[config.mk]
export PLATFORM = sky130hd
export DESIGN_NAME = multicycle_alu
export DESIGN_NICKNAME = d
export VERILOG_FILES = /design/src/rtl/multicycle_alu.sv
export SDC_FILE = /design/constraint.sdc
export NUM_CORES = 1
export LEC_CHECK = 0
export ABC_AREA = 1
export CORE_AREA = 2 2 237 239
export CTS_BUF_LIST = sky130_fd_sc_hd__clkbuf_4 sky130_fd_sc_hd__clkbuf_8
export CTS_CLUSTER_DIAMETER = 200
export DETAILED_ROUTE_END_ITERATION = 12
export DIE_AREA = 0 0 239 241
export SKIP_CTS_REPAIR_TIMING = 1
export SYNTH_ARGS = -nofsm -noshare
export SYNTH_HDL_FRONTEND = slang
export SYNTH_SLANG_ARGS = --single-unit
[constraint.sdc]
create_clock -name clk -period 9.85 [get_ports clk]
set_input_delay 1.4775 -clock clk [delete_from_list [all_inputs] [get_ports clk]]
set_output_delay 1.4775 -clock clk [all_outputs]
set_load 0.01 [all_outputs]
[src/rtl/multicycle_alu.sv]
// multicycle_alu: ALU for the multi-cycle datapath. Single-cycle
// logic/arith/shift ops plus iterative shift-add multiply and
// restoring unsigned divide, behind a start/busy/done handshake.
// Configuration macro: ALU_DIV_EN (when undefined, DIVU/REMU are
// treated as reserved op codes and no divider logic is built).
// Ports:
//   clk            clock, rising edge
//   rst            asynchronous active-high reset
//   start          launch request, accepted only in IDLE
//   op, a, b       op code and operands, sampled with start
//   busy           iterative op in progress
//   done           one-cycle pulse, result and flags valid
//   result, zero   registered result and result==0 flag
//   ovf            signed overflow of ADD/SUB
//   div0           DIVU/REMU with b==0
module multicycle_alu #(
    parameter int WIDTH = 32
) (
    input  logic             clk,
    input  logic             rst,
    input  logic             start,
    input  logic [3:0]       op,
    input  logic [WIDTH-1:0] a,
    input  logic [WIDTH-1:0] b,
    output logic             busy,
    output logic             done,
    output logic [WIDTH-1:0] result,
    output logic             zero,
    output logic             ovf,
    output logic             div0
);

    localparam int SHW = $clog2(WIDTH);

    localparam logic [SHW:0] CNT_INIT = (SHW+1)'(WIDTH);
    localparam logic [SHW:0] CNT_ONE  = (SHW+1)'(1);

    localparam logic [1:0] S_IDLE = 2'd0;
    localparam logic [1:0] S_RUN  = 2'd1;
    localparam logic [1:0] S_DONE = 2'd2;

    localparam logic [3:0] OP_AND  = 4'h0;
    localparam logic [3:0] OP_OR   = 4'h1;
    localparam logic [3:0] OP_ADD  = 4'h2;
    localparam logic [3:0] OP_XOR  = 4'h3;
    localparam logic [3:0] OP_NOR  = 4'h4;
    localparam logic [3:0] OP_SRL  = 4'h5;
    localparam logic [3:0] OP_SUB  = 4'h6;
    localparam logic [3:0] OP_SLT  = 4'h7;
    localparam logic [3:0] OP_SLL  = 4'h8;
    localparam logic [3:0] OP_SRA  = 4'h9;
    localparam logic [3:0] OP_SLTU = 4'hA;
    localparam logic [3:0] OP_MUL  = 4'hB;
    localparam logic [3:0] OP_DIVU = 4'hC;
    localparam logic [3:0] OP_REMU = 4'hD;

    logic [1:0]       r_state;
    logic [SHW:0]     r_cnt;
    logic [WIDTH-1:0] r_acc;
    logic [WIDTH-1:0] r_x;
    logic [WIDTH-1:0] r_y;
    logic [WIDTH-1:0] r_result;
    logic             r_zero;
    logic             r_ovf;
    logic             r_div0;

    logic [WIDTH-1:0] w_sum;
    logic [WIDTH-1:0] w_dif;
    logic [SHW-1:0]   w_shamt;
    logic [WIDTH-1:0] w_alu;
    logic             w_ovf;
    logic             w_div0;
    logic             w_div_go;
    logic             w_iter;

    logic [WIDTH-1:0] w_mul_acc;
    logic [WIDTH-1:0] w_acc_nxt;
    logic [WIDTH-1:0] w_x_nxt;
    logic [WIDTH-1:0] w_y_nxt;
    logic [WIDTH-1:0] w_fin;

    assign w_sum   = a + b;
    assign w_dif   = a - b;
    assign w_shamt = b[SHW-1:0];

    // Iterative divide only runs for a non-zero divisor; division by
    // zero completes in one cycle through the single-cycle path.
`ifdef ALU_DIV_EN
    assign w_div_go = ((op == OP_DIVU) || (op == OP_REMU)) && (b != '0);
`else
    assign w_div_go = 1'b0;
`endif

    assign w_iter = (op == OP_MUL) || w_div_go;

    // Single-cycle result path
    always_comb begin
        w_alu  = '0;
        w_ovf  = 1'b0;
        w_div0 = 1'b0;
        case (op)
            OP_AND:  w_alu = a & b;
            OP_OR:   w_alu = a | b;
            OP_ADD: begin
                w_alu = w_sum;
                w_ovf = (a[WIDTH-1] == b[WIDTH-1]) &&
                        (w_sum[WIDTH-1] != a[WIDTH-1]);
            end
            OP_XOR:  w_alu = a ^ b;
            OP_NOR:  w_alu = ~(a | b);
            OP_SRL:  w_alu = a >> w_shamt;
            OP_SUB: begin
                w_alu = w_dif;
                w_ovf = (a[WIDTH-1] != b[WIDTH-1]) &&
                        (w_dif[WIDTH-1] != a[WIDTH-1]);
            end
            OP_SLT:  w_alu = {{(WIDTH-1){1'b0}}, $signed(a) < $signed(b)};
            OP_SLL:  w_alu = a << w_shamt;
            OP_SRA:  w_alu = $signed(a) >>> w_shamt;
            OP_SLTU: w_alu = {{(WIDTH-1){1'b0}}, a < b};
`ifdef ALU_DIV_EN
            // Only reached with b==0; non-zero divisors iterate.
            OP_DIVU: begin
                w_alu  = '1;
                w_div0 = (b == '0);
            end
            OP_REMU: begin
                w_alu  = a;
                w_div0 = (b == '0);
            end
`endif
            default: w_alu = '0;
        endcase
    end

    // Multiply: r_acc = partial product, r_x = multiplicand (shifts
    // left), r_y = multiplier (shifts right, LSB selects the add).
    assign w_mul_acc = r_y[0] ? (r_acc + r_x) : r_acc;

`ifdef ALU_DIV_EN
    // Divide: r_acc = partial remainder, r_x = divisor, r_y holds the
    // dividend, shifting out MSB-first while quotient bits shift in.
    logic             r_div;
    logic             r_rem;
    logic [WIDTH:0]   w_rem_sh;
    logic [WIDTH:0]   w_rem_sub;
    logic             w_q_bit;
    logic [WIDTH-1:0] w_rem_nxt;
    logic [WIDTH-1:0] w_quo_nxt;

    assign w_rem_sh  = {r_acc, r_y[WIDTH-1]};
    assign w_rem_sub = w_rem_sh - {1'b0, r_x};
    // No borrow out of the trial subtraction means it fits.
    assign w_q_bit   = ~w_rem_sub[WIDTH];
    assign w_rem_nxt = w_q_bit ? w_rem_sub[WIDTH-1:0]
                               : w_rem_sh[WIDTH-1:0];
    assign w_quo_nxt = {r_y[WIDTH-2:0], w_q_bit};

    always_ff @(posedge clk or posedge rst) begin
        if (rst) begin
            r_div <= 1'b0;
            r_rem <= 1'b0;
        end else if ((r_state == S_IDLE) && start) begin
            r_div <= w_div_go;
            r_rem <= (op == OP_REMU);
        end
    end
`endif

    // Next iteration state and final value of the current step
    always_comb begin
        w_acc_nxt = w_mul_acc;
        w_x_nxt   = r_x << 1;
        w_y_nxt   = r_y >> 1;
        w_fin     = w_mul_acc;
`ifdef ALU_DIV_EN
        if (r_div) begin
            w_acc_nxt = w_rem_nxt;
            w_x_nxt   = r_x;
            w_y_nxt   = w_quo_nxt;
            w_fin     = r_rem ? w_rem_nxt : w_quo_nxt;
        end
`endif
    end

    always_ff @(posedge clk or posedge rst) begin
        if (rst) begin
            r_state  <= S_IDLE;
            r_cnt    <= '0;
            r_acc    <= '0;
            r_x      <= '0;
            r_y      <= '0;
            r_result <= '0;
            r_zero   <= 1'b1;
            r_ovf    <= 1'b0;
            r_div0   <= 1'b0;
        end else begin
            case (r_state)
                S_IDLE: begin
                    if (start) begin
                        if (w_iter) begin
                            r_state <= S_RUN;
                            r_cnt   <= CNT_INIT;
                            r_acc   <= '0;
                            r_x     <= w_div_go ? b : a;
                            r_y     <= w_div_go ? a : b;
                        end else begin
                            r_state  <= S_DONE;
                            r_result <= w_alu;
                            r_zero   <= (w_alu == '0);
                            r_ovf    <= w_ovf;
                            r_div0   <= w_div0;
                        end
                    end
                end
                S_RUN: begin
                    r_cnt <= r_cnt - CNT_ONE;
                    r_acc <= w_acc_nxt;
                    r_x   <= w_x_nxt;
                    r_y   <= w_y_nxt;
                    // Last step: publish directly from the step logic
                    if (r_cnt == CNT_ONE) begin
                        r_state  <= S_DONE;
                        r_result <= w_fin;
                        r_zero   <= (w_fin == '0);
                        r_ovf    <= 1'b0;
                        r_div0   <= 1'b0;
                    end
                end
                S_DONE:  r_state <= S_IDLE;
                default: r_state <= S_IDLE;
            endcase
        end
    end

    assign busy   = (r_state == S_RUN);
    assign done   = (r_state == S_DONE);
    assign result = r_result;
    assign zero   = r_zero;
    assign ovf    = r_ovf;
    assign div0   = r_div0;

endmodule
======== Word level (Yosys, flattened, before mapping) ========
Cells that the tools add are included.
storage, ports and cells
  bits in registers ....................... 139
  output and inout port bits .............. 37
operators by class
  equal/unequal tests ..................... 22
  bitwise gates (word level) .............. 4
  mux-type cells .......................... 34
  order comparisons ....................... 2
  shifts and indexed selects .............. 3
  add/subtract/negate cells ............... 4
  reductions and logical operators ........ 10
operator list
  kind                                            count
  case mux 32 bit (11 select lines)               1
  two-way mux 32 bit                              10
  case mux 32 bit (2 select lines)                4
  adder 32 bit                                    2
  zero test 32 bit                                2
  < comparator 32 bit                             2
  AND 32 bit                                      1
  NOT 32 bit                                      1
  bitwise OR 32 bit                               1
  left shift 32 x 5 -> 32 bit                     1
  right shift 32 x 5 -> 32 bit                    1
  >>> shifter 32 x 5 -> 32 bit                    1
  subtractor 32 bit                               1
  XOR 32 bit                                      1
  == test 4 x 3 -> 1 bit (second input constant)  4
  == test 4 bit (second input constant)           4
  two-way mux 6 bit                               2
  case mux 6 bit (2 select lines)                 1
  == test 4 x 2 -> 1 bit (second input constant)  2
  two-way mux 1 bit                               8
  case mux 1 bit (2 select lines)                 4
  == test 6 x 1 -> 1 bit (second input constant)  1
  two-way mux 2 bit                               3
  inequality test 2 bit (second input constant)   3
  15 further kinds                                18

======== Depth between registers and ports, before layout ========
  depth in word-level cells ............... 7
  depth in mapped cells ................... 27

======== Least setup slack after synthesis ========
OpenSTA, ideal clock, no wires.
  path type ............................... input to register
  start ................................... input b[4]
  end ..................................... register r_zero (netlist: zero)
  path buffers ............................ 3
  library setup time ...................... 0.061 ns
  cell stages on the path ................. 22
  setup slack ............................. 5.854 ns
  required time ........................... 9.789 ns
  arrival ................................. 3.935 ns
  cells stage by stage .................... buf_2 inv_2 clkbuf_1 ha_1 buf_4 nor2_1 nand2_1 nor2_1 nand3_1 nand3_1 nand2_1 a21oi_1 nor2_1 nor2_1 nand2_1 nor2_1 nand2_1 nor2_1 nand2_1 nand2_1 nand2_1 nand2_1
between the ends
  word-level cells in the longest chain between the ends .. 7
  elaborated cells between the ends (all ways) .. 16
  those cells by class .................... add/sub (2); order compare (2); shift (3); mux (4); bitwise (4); reduce/logical (1)
ends and longest elaborated chain
  item                                                                       RTL line  source
  from (decl)                                                                24        input logic [WIDTH-1:0] b,
  parallel branches: the longest is 2 deep, another holds subtractor 32 bit  --
  case mux 32 bit (11 select lines) (*)                                      101       case (op)
  zero test 32 bit (*)                                                       210       r_zero <= (w_alu == '0);
  two-way mux 1 bit (*)                                                      201       if (w_iter) begin
  two-way mux 1 bit (*)                                                      200       if (start) begin
  case mux 1 bit (2 select lines) (*)                                        198       case (r_state)
  to (signal assigned)                                                       210
  to (signal assigned)                                                       225       r_zero <= (w_fin == '0);
  to (decl)                                                                  63        logic r_zero;
Every way passes the cells marked *. The select of a mux whose other input is x is not followed.
A chain may end at the register's enable or synchronous reset.

======== Final worst setup path ========
Same ends and word-level chain as after synthesis.

==> key figures <==
Clock tree
  – Cts bufs inserted: 17
  – CTS tree: built
  – Worst-Skew Late Latency: just under 600 ps
  – CTS Buffer Depth: 2
  – H-tree depth: 4
  – Clock root buffer: clkbuf_8
  – Sink Count: 138
  – Clk slew on worst S/H paths: 110 ps

Detailed routing
  – DRC Markers: 0
  – DR WL/cell: 23.0 um
  – DRT iter0 DRCs: a little over 3000
  – Final wirelength: approximately 94 mm
  – Via count: 23155
  – Antenna viol nets, final: 0
  – Drt first pass iters: 6
  – Vias per cell: about 5.7

Layout
  – Syn-to-layout area delta: 10.0%
  – Share of layout cells above drive strength 1: 0.0404
  – Post-Route Utilization: 0.382
  – Nets@finish: roughly 3600

Die
  – Row cnt: 86
  – Die W: 239 um
  – Die Y: roughly 240 um
  – Ports: approximately 110
  – Core area: between 0.05 and 0.06 mm2
  – Die area: roughly 0.058 mm2
  – Initial Util: 0.347

Place
  – Port buffer count: 106
  – Post-DP HPWL: 75.5 mm
  – GPL Wtd Cong: approximately 1.1
  – Dpl ws: 4280 ps

Critical path
  – Critical Path End Type: flip-flop
  – CP Data Required Time: 10370 ps
  – Crit path arrival time: around 5600 ps
  – Crit Path Class: in -> reg
  – CP max stage cell: clkdlybuf4s50_1
  – CP Depth: 21
  – Crit-path max FO: 19
  – CP Buf/Inv Count: 3
  – Worst path cell trace: clkdlybuf4s50_1, inv_2, ha_1, nand2_1, inv_1, nand3_1, nand2_1, a21oi_1, o21ai_0, nand2_1, nor2_1, nand2_1, nor2_1, nand2_1, nor2_1, nand2_1, nor2_1, nand2_1, nand2_1, nand2_1, nand2_1
  – Most used cell, CP: nand2_1
  – Reg2reg path depth: 14
  – CP delay by family, top: simple AND/OR/NAND/NOR gates
  – Crit path launch type: input port
  – Max incr delay on CP: just over 1000 ps

Logic synthesis
  – Synth Register Bits: about 140
  – XOR/XNOR Fraction of Synth Area: 0.00552
  – Number of flops mapped to enable cells by yosys: 0
  – Avg Inst Size Synth: ~5.7 um2
  – Largest family of logic cells by synthesized area: simple AND/OR/NAND/NOR gates
  – Mapped Nets: about 3600
  – Simple-Gate Fraction of Synth Area: 0.462
  – Mux contribution to synthesized area: 0.000526
  – Post-synth ARST share: 1.00
  – Complex-gate fraction of the synthesized area: 0.137
  – Synth Area in Adders: 0.0964
  – Sequential area share after synthesis: 0.181
  – Distinct cell type count after synthesis: 54
  – Synth Instances: 3355
  – Cell area after synthesis: 0.0190 mm2
  – Synth warn: 0
  – Synth Flop Type: dfrtp_1

Power and ir drop
  – Comb power frac: 0.620
  – VDD IR max: between 100 and 150 uV
  – Pint: about 1.9 mW
  – Pwr/cell area: between 150 and 200 mW/mm2
  – Flop pwr share: 0.254
  – Net Sw Power: around 2.2 mW
  – Clk network pwr share: 0.127
  – Switching part of the total: 0.543
  – Leak: around 11 nW

Timing
  – F_max: roughly 200 MHz
  – Hold Vio Cnt, Final: 0
  – Layout Skew: 47.3 ps
  – Final WS setup: between 4000 and 5000 ps
  – Tcrit/Tclk final: 0.519
  – TNS Setup: 0 ps
  – RSZ-0062 raised after global routing: no
  – Worst Tran Pin Value: approximately 930 ps
  – Setup Viol. Count Final: 0
  – Final min period: 5110 ps
  – Max Slew Vio Count: 0
  – Worst slew margin relative to its limit: 0.378

Global routing
  – Gr usage total: 0.326
  – Global-route wire length before repair: about 140 mm
  – GR Overflow Total: 0
  – Vias in the first global route: 20969
  – Largest net degree at the start of global routing: 75
  – Initial antenna violation count: 4

Hold path
  – Hold path depth: 2
  – Worst Hold Class: reg -> reg

Job
  – Max cap viols: 0

Status
  – Status: finished clean
==> per-layer routing <==
layer | vias up | routed length [um] | GRT usage
met4 | 6 | 5020 | 0.160
met3 | 180 | 7900 | 0.0506
li1 | 10991 | - | -
met5 | - | 34 | 0
met1 | 10856 | 41800 | 0.454
met2 | 1122 | 39500 | 0.490
==> placed cells by master (no fill, tap or decap), types with 16 or more instances in the layout <==
cell type           n
nand2_1          1060
nand3_1           525
inv_1             388
nor2_1            326
o21ai_0           166
ha_1              142
dfrtp_1           137
clkdlybuf4s50_1   103
a21oi_1           101
o211ai_1           88
nor3_1             40
nand4_1            39
buf_4              32
o21ai_1            25
o22ai_1            19
clkbuf_8           19
nand2_2            16
==> state kept, by name, summed over array words and instances, names as in the netlist <==
register and flops:
r_acc 32, ovf 1, r_cnt 6, result 32, r_state 2, zero 1, r_x 32, r_y 32
==> layout make-up <==
type                            count  area [um2]
Sequential cell                   138        3450
Timing Repair Buffer              138        1290
Antenna cell                        1        2.50
Multi-Input combinational cell   2670       13400
Fill cell                        6274       33900
Clock inverter                     11         109
Tap cell                          704         881
Clock buffer                       21         277
Inverter                          409        1550
==> cell usage after synthesis (all sizes together) (13+ instances only) <==
library cell / number / share of area
a21oi: 104 / 0.028
and2: 13 / 0.0043
buf: 80 / 0.024
clkbuf: 58 / 0.011
dfrtp: 137 / 0.18
ha: 142 / 0.093
inv: 404 / 0.080
nand2: 1077 / 0.21
nand3: 526 / 0.14
nand4: 39 / 0.013
nor2: 345 / 0.072
nor3: 44 / 0.012
o211ai: 88 / 0.035
o21ai: 192 / 0.050
o22ai: 19 / 0.0062
==> stage by stage <==
stage,total power [mW],cells,hold WS (ps),area (um2)
2_1_floorplan,2.66,3355,472,19000
3_3_place_gp,3.53,4059,463,20600
3_5_place_dp,3.53,4059,477,20600
4_1_cts,4.06,4091,500,21000
5_1_grt,4.44,4092,532,21000
6_report,4.11,4092,496,21000
==> cells by family after synthesis <==
group,count (synthesis)
flip-flops,138
XOR/XNOR,12
other,1
adder cells (fa/ha/maj),145
AO/OA/AOI/OAI,444
buffers and inverters,547
multiplexers,1
AND/OR/NAND/NOR,2067
==> power groups by stage <==
stage | clock, mW | combinational, mW | sequential (mW)
3_5_place_dp | 0 | 2.48 | 1.04
4_1_cts | 0.534 | 2.49 | 1.04
2_1_floorplan | 0 | 1.67 | 0.992
3_3_place_gp | 0 | 2.48 | 1.04
6_report | 0.520 | 2.55 | 1.04
5_1_grt | 0.549 | 2.82 | 1.07
==> worst register-to-register path, cell delays in order (launching register included) <==
cell,delay [ps]
dfrtp_1,440
nor2_4,650
buf_4,680
nand2_1,250
nor3_1,270
nand3_1,130
nor2_1,120
nand4_1,180
nor2_1,140
nand3_1,110
nor2_1,160
nand4_1,180
nand2_1,120
nand2_1,50
nand2_1,70
==> path summary, 6_finish.rpt <==
kind | startpoint | endpoint | slack [ps]
min in group asynchronous | rst | r_y[15] | 1380
worst min register to register | result[0] | result[0] | 500
worst max register to register | r_state[1] | zero | 6270
worst min-delay path | result[0] | result[0] | 500
max in group asynchronous | rst | r_acc[30] | 7010
worst max-delay path | b[4] | zero | 4740
(Power assumes the default switching activity.)
